--- src/rtl/costas_pkg.sv ---
// Shared encodings and widths for the Costas acquisition sequencer.
package costas_pkg;

    typedef enum logic [1:0] {
        ST_IDLE    = 2'b00,
        ST_SWEEP   = 2'b01,
        ST_PULL_IN = 2'b10,
        ST_TRACK   = 2'b11
    } state_t;

    localparam int unsigned SHIFT_W      = 4;
    localparam int unsigned CNT_W        = 4;
    localparam int unsigned STEP_DEFAULT = 32'd85899;

endpackage

--- src/rtl/iq_window_metric.sv ---
// Windowed |I| / |Q| accumulator producing a per-window lock decision.
module iq_window_metric #(
    parameter int unsigned IQ_W     = 16,
    parameter int unsigned WIN_LOG2 = 8
) (
    input  logic            clk,
    input  logic            rst,
    input  logic            run,
    input  logic            clr,
    input  logic            iq_valid,
    input  logic [IQ_W-1:0] i_in,
    input  logic [IQ_W-1:0] q_in,
    output logic            win_done_c,
    output logic            pass_c
);

    localparam int unsigned MAG_W = IQ_W - 1;
    localparam int unsigned ACC_W = IQ_W - 1 + WIN_LOG2;

    logic [WIN_LOG2-1:0] cnt;
    logic [ACC_W-1:0]    acc_i;
    logic [ACC_W-1:0]    acc_q;
    logic [ACC_W-1:0]    sum_i;
    logic [ACC_W-1:0]    sum_q;

    // Magnitude with the most negative code clamped to the largest positive one.
    function automatic logic [MAG_W-1:0] abs_sat(input logic [IQ_W-1:0] x);
        logic [IQ_W-1:0] neg;
        neg = -x;
        if (x == {1'b1, {MAG_W{1'b0}}}) return {MAG_W{1'b1}};
        if (x[IQ_W-1])                  return neg[MAG_W-1:0];
        return x[MAG_W-1:0];
    endfunction

    // Running sums including the current sample; decision is made on the wrapping sample.
    always_comb begin
        sum_i      = acc_i + ACC_W'(abs_sat(i_in));
        sum_q      = acc_q + ACC_W'(abs_sat(q_in));
        win_done_c = run & iq_valid & (cnt == '1);
        pass_c     = {1'b0, sum_i} > {sum_q, 1'b0};
    end

    // Sample counter and accumulators; restart at every window boundary or state change.
    always_ff @(posedge clk) begin
        if (rst || !run || clr) begin
            cnt   <= '0;
            acc_i <= '0;
            acc_q <= '0;
        end else if (iq_valid) begin
            cnt <= cnt + WIN_LOG2'(1);
            if (cnt == '1) begin
                acc_i <= '0;
                acc_q <= '0;
            end else begin
                acc_i <= sum_i;
                acc_q <= sum_q;
            end
        end
    end

endmodule

--- src/rtl/costas_acq_ctrl.sv ---
// Costas loop acquisition sequencer: frequency sweep, pull-in and track gain control.
module costas_acq_ctrl
    import costas_pkg::*;
#(
    parameter int unsigned IQ_W       = 16,
    parameter int unsigned WIN_LOG2   = 8,
    parameter int unsigned FW         = 32,
    parameter int unsigned STEP       = STEP_DEFAULT,
    parameter int unsigned MAX_STEPS  = 8,
    parameter int unsigned LOCK_CNT   = 4,
    parameter int unsigned UNLOCK_CNT = 3,
    parameter int unsigned KP_WIDE    = 4,
    parameter int unsigned KI_WIDE    = 10,
    parameter int unsigned KP_NARROW  = 7,
    parameter int unsigned KI_NARROW  = 14
) (
    input  logic               sys_clk,
    input  logic               sys_rst,
    input  logic               en,
    input  logic               iq_valid,
    input  logic [IQ_W-1:0]    i_in,
    input  logic [IQ_W-1:0]    q_in,
    output logic [FW-1:0]      freq_ofs,
    output logic [SHIFT_W-1:0] kp_shift,
    output logic [SHIFT_W-1:0] ki_shift,
    output logic               loop_clr,
    output logic               locked,
    output logic [1:0]         state
);

    localparam int unsigned LAST_IDX = 2 * MAX_STEPS;
    localparam int unsigned IDX_W    = $clog2(LAST_IDX + 1);

    state_t               st_q, st_d;
    logic [FW-1:0]        ofs_q, ofs_d, step_ofs;
    logic [IDX_W-1:0]     idx_q, idx_d, step_idx;
    logic [CNT_W-1:0]     pass_cnt_q, pass_cnt_d;
    logic [CNT_W-1:0]     fail_cnt_q, fail_cnt_d;
    logic [SHIFT_W-1:0]   kp_q, kp_d, ki_q, ki_d;
    logic                 clr_q, clr_d, locked_q, locked_d;
    logic                 win_done_c, pass_c, chg_c, run_c;

    assign run_c = (st_q != ST_IDLE);

    iq_window_metric #(
        .IQ_W     (IQ_W),
        .WIN_LOG2 (WIN_LOG2)
    ) u_metric (
        .clk        (sys_clk),
        .rst        (sys_rst),
        .run        (run_c),
        .clr        (chg_c),
        .iq_valid   (iq_valid),
        .i_in       (i_in),
        .q_in       (q_in),
        .win_done_c (win_done_c),
        .pass_c     (pass_c)
    );

    // State and registered outputs.
    always_ff @(posedge sys_clk) begin
        if (sys_rst) begin
            st_q       <= ST_IDLE;
            ofs_q      <= '0;
            idx_q      <= '0;
            pass_cnt_q <= '0;
            fail_cnt_q <= '0;
            kp_q       <= SHIFT_W'(KP_WIDE);
            ki_q       <= SHIFT_W'(KI_WIDE);
            clr_q      <= 1'b0;
            locked_q   <= 1'b0;
        end else begin
            st_q       <= st_d;
            ofs_q      <= ofs_d;
            idx_q      <= idx_d;
            pass_cnt_q <= pass_cnt_d;
            fail_cnt_q <= fail_cnt_d;
            kp_q       <= kp_d;
            ki_q       <= ki_d;
            clr_q      <= clr_d;
            locked_q   <= locked_d;
        end
    end

    // Next state, sweep stepping (0,+S,-S,+2S,-2S,...) and gain selection.
    always_comb begin
        st_d       = st_q;
        ofs_d      = ofs_q;
        idx_d      = idx_q;
        pass_cnt_d = pass_cnt_q;
        fail_cnt_d = fail_cnt_q;
        clr_d      = 1'b0;

        // Odd index holds +kS so the next is -kS; even holds -kS so the next is +(k+1)S.
        if (idx_q == IDX_W'(LAST_IDX)) begin
            step_idx = '0;
            step_ofs = '0;
        end else begin
            step_idx = idx_q + IDX_W'(1);
            step_ofs = idx_q[0] ? -ofs_q : (FW'(STEP) - ofs_q);
        end

        if (!en) begin
            st_d = ST_IDLE;
        end else begin
            case (st_q)
                ST_IDLE: begin
                    st_d       = ST_SWEEP;
                    ofs_d      = '0;
                    idx_d      = '0;
                    pass_cnt_d = '0;
                    fail_cnt_d = '0;
                    clr_d      = 1'b1;
                end
                ST_SWEEP: begin
                    if (win_done_c) begin
                        if (pass_c) begin
                            st_d       = ST_PULL_IN;
                            pass_cnt_d = CNT_W'(1);
                        end else begin
                            idx_d = step_idx;
                            ofs_d = step_ofs;
                            clr_d = 1'b1;
                        end
                    end
                end
                ST_PULL_IN: begin
                    if (win_done_c) begin
                        if (pass_c) begin
                            pass_cnt_d = pass_cnt_q + CNT_W'(1);
                            if (pass_cnt_d == CNT_W'(LOCK_CNT)) begin
                                st_d       = ST_TRACK;
                                fail_cnt_d = '0;
                            end
                        end else begin
                            st_d  = ST_SWEEP;
                            idx_d = step_idx;
                            ofs_d = step_ofs;
                            clr_d = 1'b1;
                        end
                    end
                end
                ST_TRACK: begin
                    if (win_done_c) begin
                        if (pass_c) begin
                            fail_cnt_d = '0;
                        end else begin
                            fail_cnt_d = fail_cnt_q + CNT_W'(1);
                            if (fail_cnt_d == CNT_W'(UNLOCK_CNT)) begin
                                st_d  = ST_SWEEP;
                                ofs_d = '0;
                                idx_d = '0;
                                clr_d = 1'b1;
                            end
                        end
                    end
                end
                default: st_d = ST_IDLE;
            endcase
        end

        chg_c    = (st_d != st_q);
        locked_d = (st_d == ST_TRACK);
        kp_d     = locked_d ? SHIFT_W'(KP_NARROW) : SHIFT_W'(KP_WIDE);
        ki_d     = locked_d ? SHIFT_W'(KI_NARROW) : SHIFT_W'(KI_WIDE);
    end

    assign freq_ofs = ofs_q;
    assign kp_shift = kp_q;
    assign ki_shift = ki_q;
    assign loop_clr = clr_q;
    assign locked   = locked_q;
    assign state    = st_q;

endmodule

--- config.mk ---
export PLATFORM = sky130hd
export DESIGN_NAME = costas_acq_ctrl
export DESIGN_NICKNAME = d
export VERILOG_FILES = /design/src/rtl/costas_pkg.sv /design/src/rtl/iq_window_metric.sv /design/src/rtl/costas_acq_ctrl.sv
export SDC_FILE = /design/constraint.sdc
export NUM_CORES = 1
export LEC_CHECK = 0
export ABC_AREA = 0
export CAP_MARGIN = 20
export CELL_PAD_IN_SITES_DETAIL_PLACEMENT = 0
export CELL_PAD_IN_SITES_GLOBAL_PLACEMENT = 1
export CORE_UTILIZATION = 48
export CTS_BUF_LIST = sky130_fd_sc_hd__clkbuf_4 sky130_fd_sc_hd__clkbuf_8
export CTS_CLUSTER_SIZE = 12
export DETAILED_ROUTE_END_ITERATION = 10
export HOLD_SLACK_MARGIN = 0.05
export PLACE_DENSITY = 0.86
export SLEW_MARGIN = 20
export SYNTH_ARGS = -nofsm -noshare
export SYNTH_HDL_FRONTEND = slang
export SYNTH_SLANG_ARGS = --single-unit
--- constraint.sdc ---
create_clock -name sys_clk -period 14.4 [get_ports sys_clk]
set_input_delay 4.32 -clock sys_clk [delete_from_list [all_inputs] [get_ports sys_clk]]
set_output_delay 4.32 -clock sys_clk [all_outputs]
set_load 0.01 [all_outputs]
==> results.txt, run 1 <==
* Outcome: finished, final reports clean
* Sequential cell area fraction in the yosys report: 0.2544
* Data required time of the critical path: 14750 ps
- From synthesis to final layout, the design area changed by 12.46%.
* Power density over cell area: 67.33 nW/um2
- After detailed routing, the number of vias per cell comes to 5.717.
- The worst setup path is launched from a primary input.
* Number of enable flip-flop cells after synthesis: 0
- The die is 131.9 um tall.
* Static leakage: 0.003645 uW
- Number of vias after detailed routing: 7661
* Final HPWL DP: 15170 um
* Instance count of the mapped netlist: 1078
- Setup repair after global routing left no endpoint under its margin.
- After clock tree synthesis, the setup repair step added 0 buffers.
- Worst clock skew: 21.94 ps
- Worst Setup End Kind: flip-flop
- The number of endpoints with negative hold slack in the final report came to 0.
* Top achievable clock speed: 0.08402 GHz
- The netlist uses 69 different library cells.
* Async set or reset register ratio after synthesis: 0
* Starting Density: 0.4905
* Least-Margin Pin Slew: 1082 ps
* Initial antenna violation count: 0
- Layout Nets: 1222
- In this run the deepest clock path goes through 2 buffers.
- Synth Area per Inst: 7.519 um2
- Worst slack at placement: 2141 ps
* Number of clock buffers inserted by TritonCTS: 9
* First-pass GRT wire length: 34470 um
- The die covers 17410 um2.
- The count of nets left with antenna violations once routing finished came out at 0.
- Register bit total from synthesis: 103
* DRC errors left: 0
* Number of H-tree levels: 3
- TritonCTS built the clock tree.
* Worst-path maximum fanout: 15
- Detailed Routing Iterations Pass 1: 5
- After filler insertion, the fill cell instance count of the layout stands at 1568.
- Of the cells placed in the final design, the portion with a size suffix greater than 1 is 0.02768.
* Pin count of the biggest net entering global routing: 48
* DIE WIDTH: 131.9 um
- The floorplan has 47 rows.
- After the first detailed-routing iteration, the DRC count stood at 355.
- Port buffer count: 74
- For the final routed database, the setup TNS stands at 0 ps.
* Top-level I/O count: 80
- Clock latency on the worst-skew pair, taken at its later pin, is 410 ps.
- Via count of the first global-routing pass: 7111
* Fin crit period: 11900 ps
* Post-route worst setup slack: 2499 ps
* Post-Route Hold Slack: 485.7 ps
- After clock tree synthesis, the clock-pin slew on the worst setup and hold paths is 110 ps.
* Commonest register cell after synthesis: dfxtp_1
- Warning count from the yosys run: 0
- Crit share post-route: 0.8265
- The tool flagged a number of max-cap violations equal to 0.
- Routed wire length: 20550 um
* Core area: 16520 um2
* Routed wirelength normalized by instance count: 15.34 um
- Max transition margin: 0.2760
- The number of hold buffers added after CTS was 0.
* Resized Gates After CTS: 0
- Diode insertion count for antenna repair: 0
* Clock net sink count: 103
* Final RePlAce weighted congestion: 0.8534
- Clock tree root driver cell: clkbuf_8
- Including well taps, the total number of placed cells is 1324.
- The worst-case IR drop observed on VDD is 0.05277 mV.
- By startpoint and endpoint, the worst setup path is classified as primary input to flip-flop.
- In the global route stage, overall resource usage came out at 0.2397.
* Worst Path Arrival: 12250 ps
- Post-synthesis instance area: 8105 um2
* Final-report max-slew violation count: 0
- Non-filler cells in the finished layout: 1340
- After global routing the overflow that remains totals 0.
- Final-report setup violation count: 0
- Path category of the worst min-delay check: flip-flop to flip-flop
==> per-stage QoR <==
step / utilization / power (uW) / instance area, um2
floorplan: - / 389.0 / 8117
global placement: 0.5394 / 429.0 / 8914
detailed placement: 0.5394 / 429.0 / 8914
CTS: 0.5516 / 620.2 / 9115
global route: 0.5516 / 646.7 / 9115
finish: 0.5516 / 613.7 / 9115
==> sequential cells by signal, summed over array words and instances, names as in the netlist <==
| signal | flops |
|---|---|
| freq_ofs | 32 |
| u_metric.acc_i | 23 |
| u_metric.acc_q | 23 |
| u_metric.cnt | 8 |
| idx_q | 5 |
| fail_cnt_q | 4 |
| pass_cnt_q | 4 |
| state | 2 |
| kp_shift | 1 |
| loop_clr | 1 |
==> cell type report <==
cell class / count / area, um2 / area share
tap: 220 / 275.3 / 0.03020
timing repair buffer: 79 / 778.2 / 0.08538
clock inverter: 7 / 77.57 / 0.008511
inverter: 31 / 116.4 / 0.01277
sequential: 103 / 2062 / 0.2262
clock buffer: 9 / 123.9 / 0.01359
multi-input combinational: 891 / 5682 / 0.6233
==> layout by cell type, fill, tap and decap left out, types with 13 or more instances in the layout <==
master and instances:
nand2_1 121, nor2_1 115, dfxtp_1 103, a21oi_1 97, clkdlybuf4s50_1 74, ha_1 69, nand3_1 48, o21ai_0 47
xor2_1 43, nor3_1 30, inv_1 30, xnor2_1 28, a21o_1 27, or3_1 23, o31ai_1 17, nand2b_1 17
a22oi_1 17, a31oi_1 13
==> power by group <==
part,internal (uW),switching (uW)
registers,287,1.60
clock network,68.6,121
logic,55.0,80.4
total,410,203
==> critical path: stages <==
cell,delay [ps]
clkdlybuf4s50_1,470
or4_1,560
or3_1,370
or3_1,340
or3b_1,560
nand2_1,150
ha_1,170
inv_1,50
fa_1,390
nand2b_1,180
a21oi_1,220
o211ai_1,190
a211o_1,350
nand2_1,170
nand4_1,190
xor2_1,190
ha_1,300
nand4_1,130
or4_1,450
or4_1,520
nand4_1,240
o31a_1,530
nand3_1,630
o31ai_1,430
a21o_1,120
==> logic make-up after synthesis <==
logic type / synth area share
buf+inv: 0.04600
other cells: 0.0009266
fa+ha+maj: 0.1115
flops: 0.2544
simple gates: 0.2635
compound gates: 0.2408
xor+xnor: 0.07672
mux: 0.006175
==> path summary, 6_finish.rpt <==
kind         slack [ps]              start  cells after the start           endpoint
max                2500            q_in[6]                     25       freq_ofs[14]
max reg2reg        8310  u_metric.acc_i[0]                     19       freq_ofs[14]
min                 490  u_metric.acc_i[4]                      2  u_metric.acc_i[4]
min reg2reg         490  u_metric.acc_i[4]                      2  u_metric.acc_i[4]
==> synthesized netlist by cell type, types with 7 or more instances <==
cell type,count,area (um2)
and2_1,7,43.79
nor2b_1,11,68.82
nand3_1,48,240.2
nand2_1,121,454.2
a21oi_1,97,485.5
nand2b_1,17,106.4
o211ai_1,7,52.55
nor3_1,30,150.1
nor2_1,115,431.7
a211oi_1,9,67.56
a21o_1,27,202.7
nand3b_1,10,75.07
xor2_1,43,376.6
or4_1,9,67.56
o21ai_0,47,235.2
o21bai_1,7,52.55
a31oi_1,13,81.33
buf_2,10,50.05
inv_1,30,112.6
or3_1,23,143.9
and3_1,12,75.07
clkbuf_1,34,127.6
ha_1,69,863.3
o21a_1,12,90.09
nand4_1,12,75.07
dfxtp_1,103,2062
o31ai_1,17,127.6
buf_4,9,67.56
a22oi_1,17,127.6
xnor2_1,28,245.2
==> routing by layer <==
| layer | share of wire | up-vias | track usage |
|---|---|---|---|
| met4 | 0.020 | 0 | 0.07300 |
| met2 | 0.47 | 125 | 0.4080 |
| met1 | 0.48 | 3542 | 0.3091 |
| met5 | 0 | - | 0 |
| li1 | - | 3966 | - |
| met3 | 0.033 | 28 | 0.03998 |
Note: power is estimated with default switching activity, not from simulation.
==> run 2, diff against run 1 <==
--- a/config.mk
+++ b/config.mk
@@ -9,12 +9,12 @@
 export CAP_MARGIN = 20
 export CELL_PAD_IN_SITES_DETAIL_PLACEMENT = 0
 export CELL_PAD_IN_SITES_GLOBAL_PLACEMENT = 1
-export CORE_UTILIZATION = 48
+export CORE_UTILIZATION = 44
 export CTS_BUF_LIST = sky130_fd_sc_hd__clkbuf_4 sky130_fd_sc_hd__clkbuf_8
 export CTS_CLUSTER_SIZE = 12
 export DETAILED_ROUTE_END_ITERATION = 10
 export HOLD_SLACK_MARGIN = 0.05
-export PLACE_DENSITY = 0.86
+export PLACE_DENSITY = 0.8
 export SLEW_MARGIN = 20
 export SYNTH_ARGS = -nofsm -noshare
 export SYNTH_HDL_FRONTEND = slang
==> constraint.sdc (replaced) <==
create_clock -name sys_clk -period 11.7 [get_ports sys_clk]
set_input_delay 3.51 -clock sys_clk [delete_from_list [all_inputs] [get_ports sys_clk]]
set_output_delay 3.51 -clock sys_clk [all_outputs]
set_load 0.01 [all_outputs]
==> run 2 against run 1 <==
Die area rose by 9.0%. Final cell count increased by 0.97%. Combinational power grew 24%. Largest power group unchanged.
==> results.txt, run 2 (same netlist as run 1, synthesis figures left out) <==
- The run finished with clean final reports.
* Overall Global Routing Usage: 0.2277
- The setup path with the least slack is of type primary input to flip-flop.
- Number of inserted filler cells in the final layout: 1808
- Number of H-tree levels: 3
- Static leakage: 0.003668 uW
- The first routing iteration left 470 violations.
* Port buffer count: 74
- The worst hold path passes through 2 cells.
* Starting Density: 0.4497
* Resized Gates After CTS: 0
- Number of clock buffers inserted by TritonCTS: 9
* Top-level I/O count: 80
* Worst slack at placement: 464.7 ps
- Setup repair after global routing left no endpoint under its margin.
- Worst Setup End Kind: flip-flop
- Max reg flops: 32
- Cell depth of the worst flop-to-flop path: 20
* First-pass GRT wire length: 34570 um
- STA puts the critical path data required time at 12050 ps.
* Routed wire length: 21070 um
- For this design, the CTS-stage hold fixing added 0 buffers.
- Fin crit period: 10810 ps
- Least-Margin Pin Slew: 1010 ps
- Entering global routing, the biggest net connects 51 pins.
- Final HPWL DP: 15400 um
* Clock tree root driver cell: clkbuf_8
- After detailed routing, the average wire length per cell comes to 15.58 um.
- Number of vias after detailed routing: 7777
- Dividing the final minimum period by the clock period gives 0.9241.
* Clock tree from TritonCTS: built
* Die Area: 18970 um2
- Max cap viols: 0
- Fraction of layout instances using a drive strength above 1: 0.03203
* Clock net sink count: 103
- The number of antenna diodes in the final layout is 0.
- The tightest min-delay check is of the flip-flop to flip-flop type.
- Based on the critical path, the design can be clocked at up to 0.09249 GHz.
* Grt total ovfl: 0
* Final total negative setup slack: 0 ps
* Worst clock skew: 21.44 ps
- Most frequent standard cell in the layout excluding fill and tap cells: nand2_1
* Core area: 18020 um2
- Clk pin slew, worst setup/hold paths: 110 ps
* Synthesis-to-finish area growth: 13.20%
- The number of setup buffers added after CTS is 0.
- Post-DR vias/cell: 5.748
* Chip height: 137.7 um
* Clk buf depth: 2
- The worst setup path is launched from a primary input.
- ANT nets after route: 0
- Post-route worst setup slack: 888.4 ps
- The number of endpoints with negative hold slack in the final report was 0.
- Final-report max-slew violation count: 0
- The later pin in the worst-skew pair is clocked with a latency of 390 ps.
* Worst vdd ir: 0.08839 mV
* Highest-count cells in the layout ignoring fill and taps: nand2_1 (121), nor2_1 (115), dfxtp_1 (103), a21oi_1 (97), clkdlybuf4s50_1 (74)
* FP Rows: 49
* Power density over cell area: 83.38 nW/um2
- The final layout contains 1226 nets.
* Worst Path Arrival: 11160 ps
- Max transition margin: 0.3245
- Final-report setup violation count: 0
- The die is 137.7 um wide.
- Detailed Routing Iterations Pass 1: 5
* DRC errors left: 0
* Final RePlAce weighted congestion: 0.8666
- The initial antenna violation count was 0.
- Of all nets on the critical path, the largest fanout is 14.
- Via count of the first global-routing pass: 7044
==> run 2: cell types whose count changed in the layout (fill, tap and decap cells not counted), sizes merged <==
cell and delta:
clkbuf +2, inv -2, clkinv -2, buf +4, clkinvlp +1, bufinv +1
==> run 2: final cells by class <==
type                            instances  area (um2)  share of cell area
Clock inverter                          5       65.06            0.007091
Timing Repair Buffer                   83       820.8             0.08946
Inverter                               31       116.4             0.01268
Clock buffer                           11       138.9             0.01514
Multi-Input combinational cell        891        5685              0.6197
Sequential cell                       103        2062              0.2247
Tap cell                              229       286.5             0.03123
==> run 2: final timing paths <==
kind	startpoint	slack [ps]	end
worst max register to register	u_metric.acc_i[0]	5810	freq_ofs[14]
worst max-delay path	q_in[6]	890	freq_ofs[14]
worst min-delay path	u_metric.acc_i[0]	480	u_metric.acc_i[0]
worst min register to register	u_metric.acc_i[0]	480	u_metric.acc_i[0]
==> run 2: worst max-delay path, cell delays in order <==
cell,delay [ps]
clkdlybuf4s50_1,480
or4_1,570
or3_1,360
or3_1,330
or3b_1,570
nand2_1,150
ha_1,170
inv_1,60
fa_1,380
nand2b_1,170
a21oi_1,240
o211ai_1,200
a211o_1,350
nand2_1,170
nand4_1,170
xor2_1,190
ha_1,290
nand4_1,130
or4_1,440
or4_1,520
nand4_1,250
o31a_1,210
buf_4,220
nand3_1,480
o31ai_1,430
a21o_1,110
==> run 2: routing by layer <==
| metal | GRT usage | wire length, um | vias to the layer above |
|---|---|---|---|
| met4 | 0.06220 | 308 | 0 |
| met5 | 0 | 0 | - |
| li1 | - | - | 3988 |
| met2 | 0.3749 | 9690 | 134 |
| met3 | 0.03274 | 666 | 21 |
| met1 | 0.3081 | 10410 | 3634 |
==> run 2: metrics by stage <==
stage	cells	cell area [um2]	utilization	total power, uW	hold WS, ps
2_1_floorplan	1081	8117	-	478.8	445.0
3_3_place_gp	1337	8967	0.4975	528.8	458.6
3_5_place_dp	1337	8967	0.4975	529.0	469.6
4_1_cts	1353	9171	0.5088	771.9	485.4
5_1_grt	1353	9175	0.5090	803.4	505.4
6_report	1353	9175	0.5090	765.0	478.4
==> run 2: where the power goes <==
group	total (uW)	switching (uW)	internal, uW
combinational	167	99.4	67.9
sequential	355	2.07	353
clock	243	137	106
total	765	238	527
==> run 3, diff against run 2 <==
--- a/config.mk
+++ b/config.mk
@@ -6,6 +6,7 @@
 export NUM_CORES = 1
 export LEC_CHECK = 0
 export ABC_AREA = 0
+export ABC_CLOCK_PERIOD_IN_PS = 11700
 export CAP_MARGIN = 20
 export CELL_PAD_IN_SITES_DETAIL_PLACEMENT = 0
 export CELL_PAD_IN_SITES_GLOBAL_PLACEMENT = 1
==> results of run 3 <==
Same layout as run 2: the final DEF is identical, and so are final timing and power.
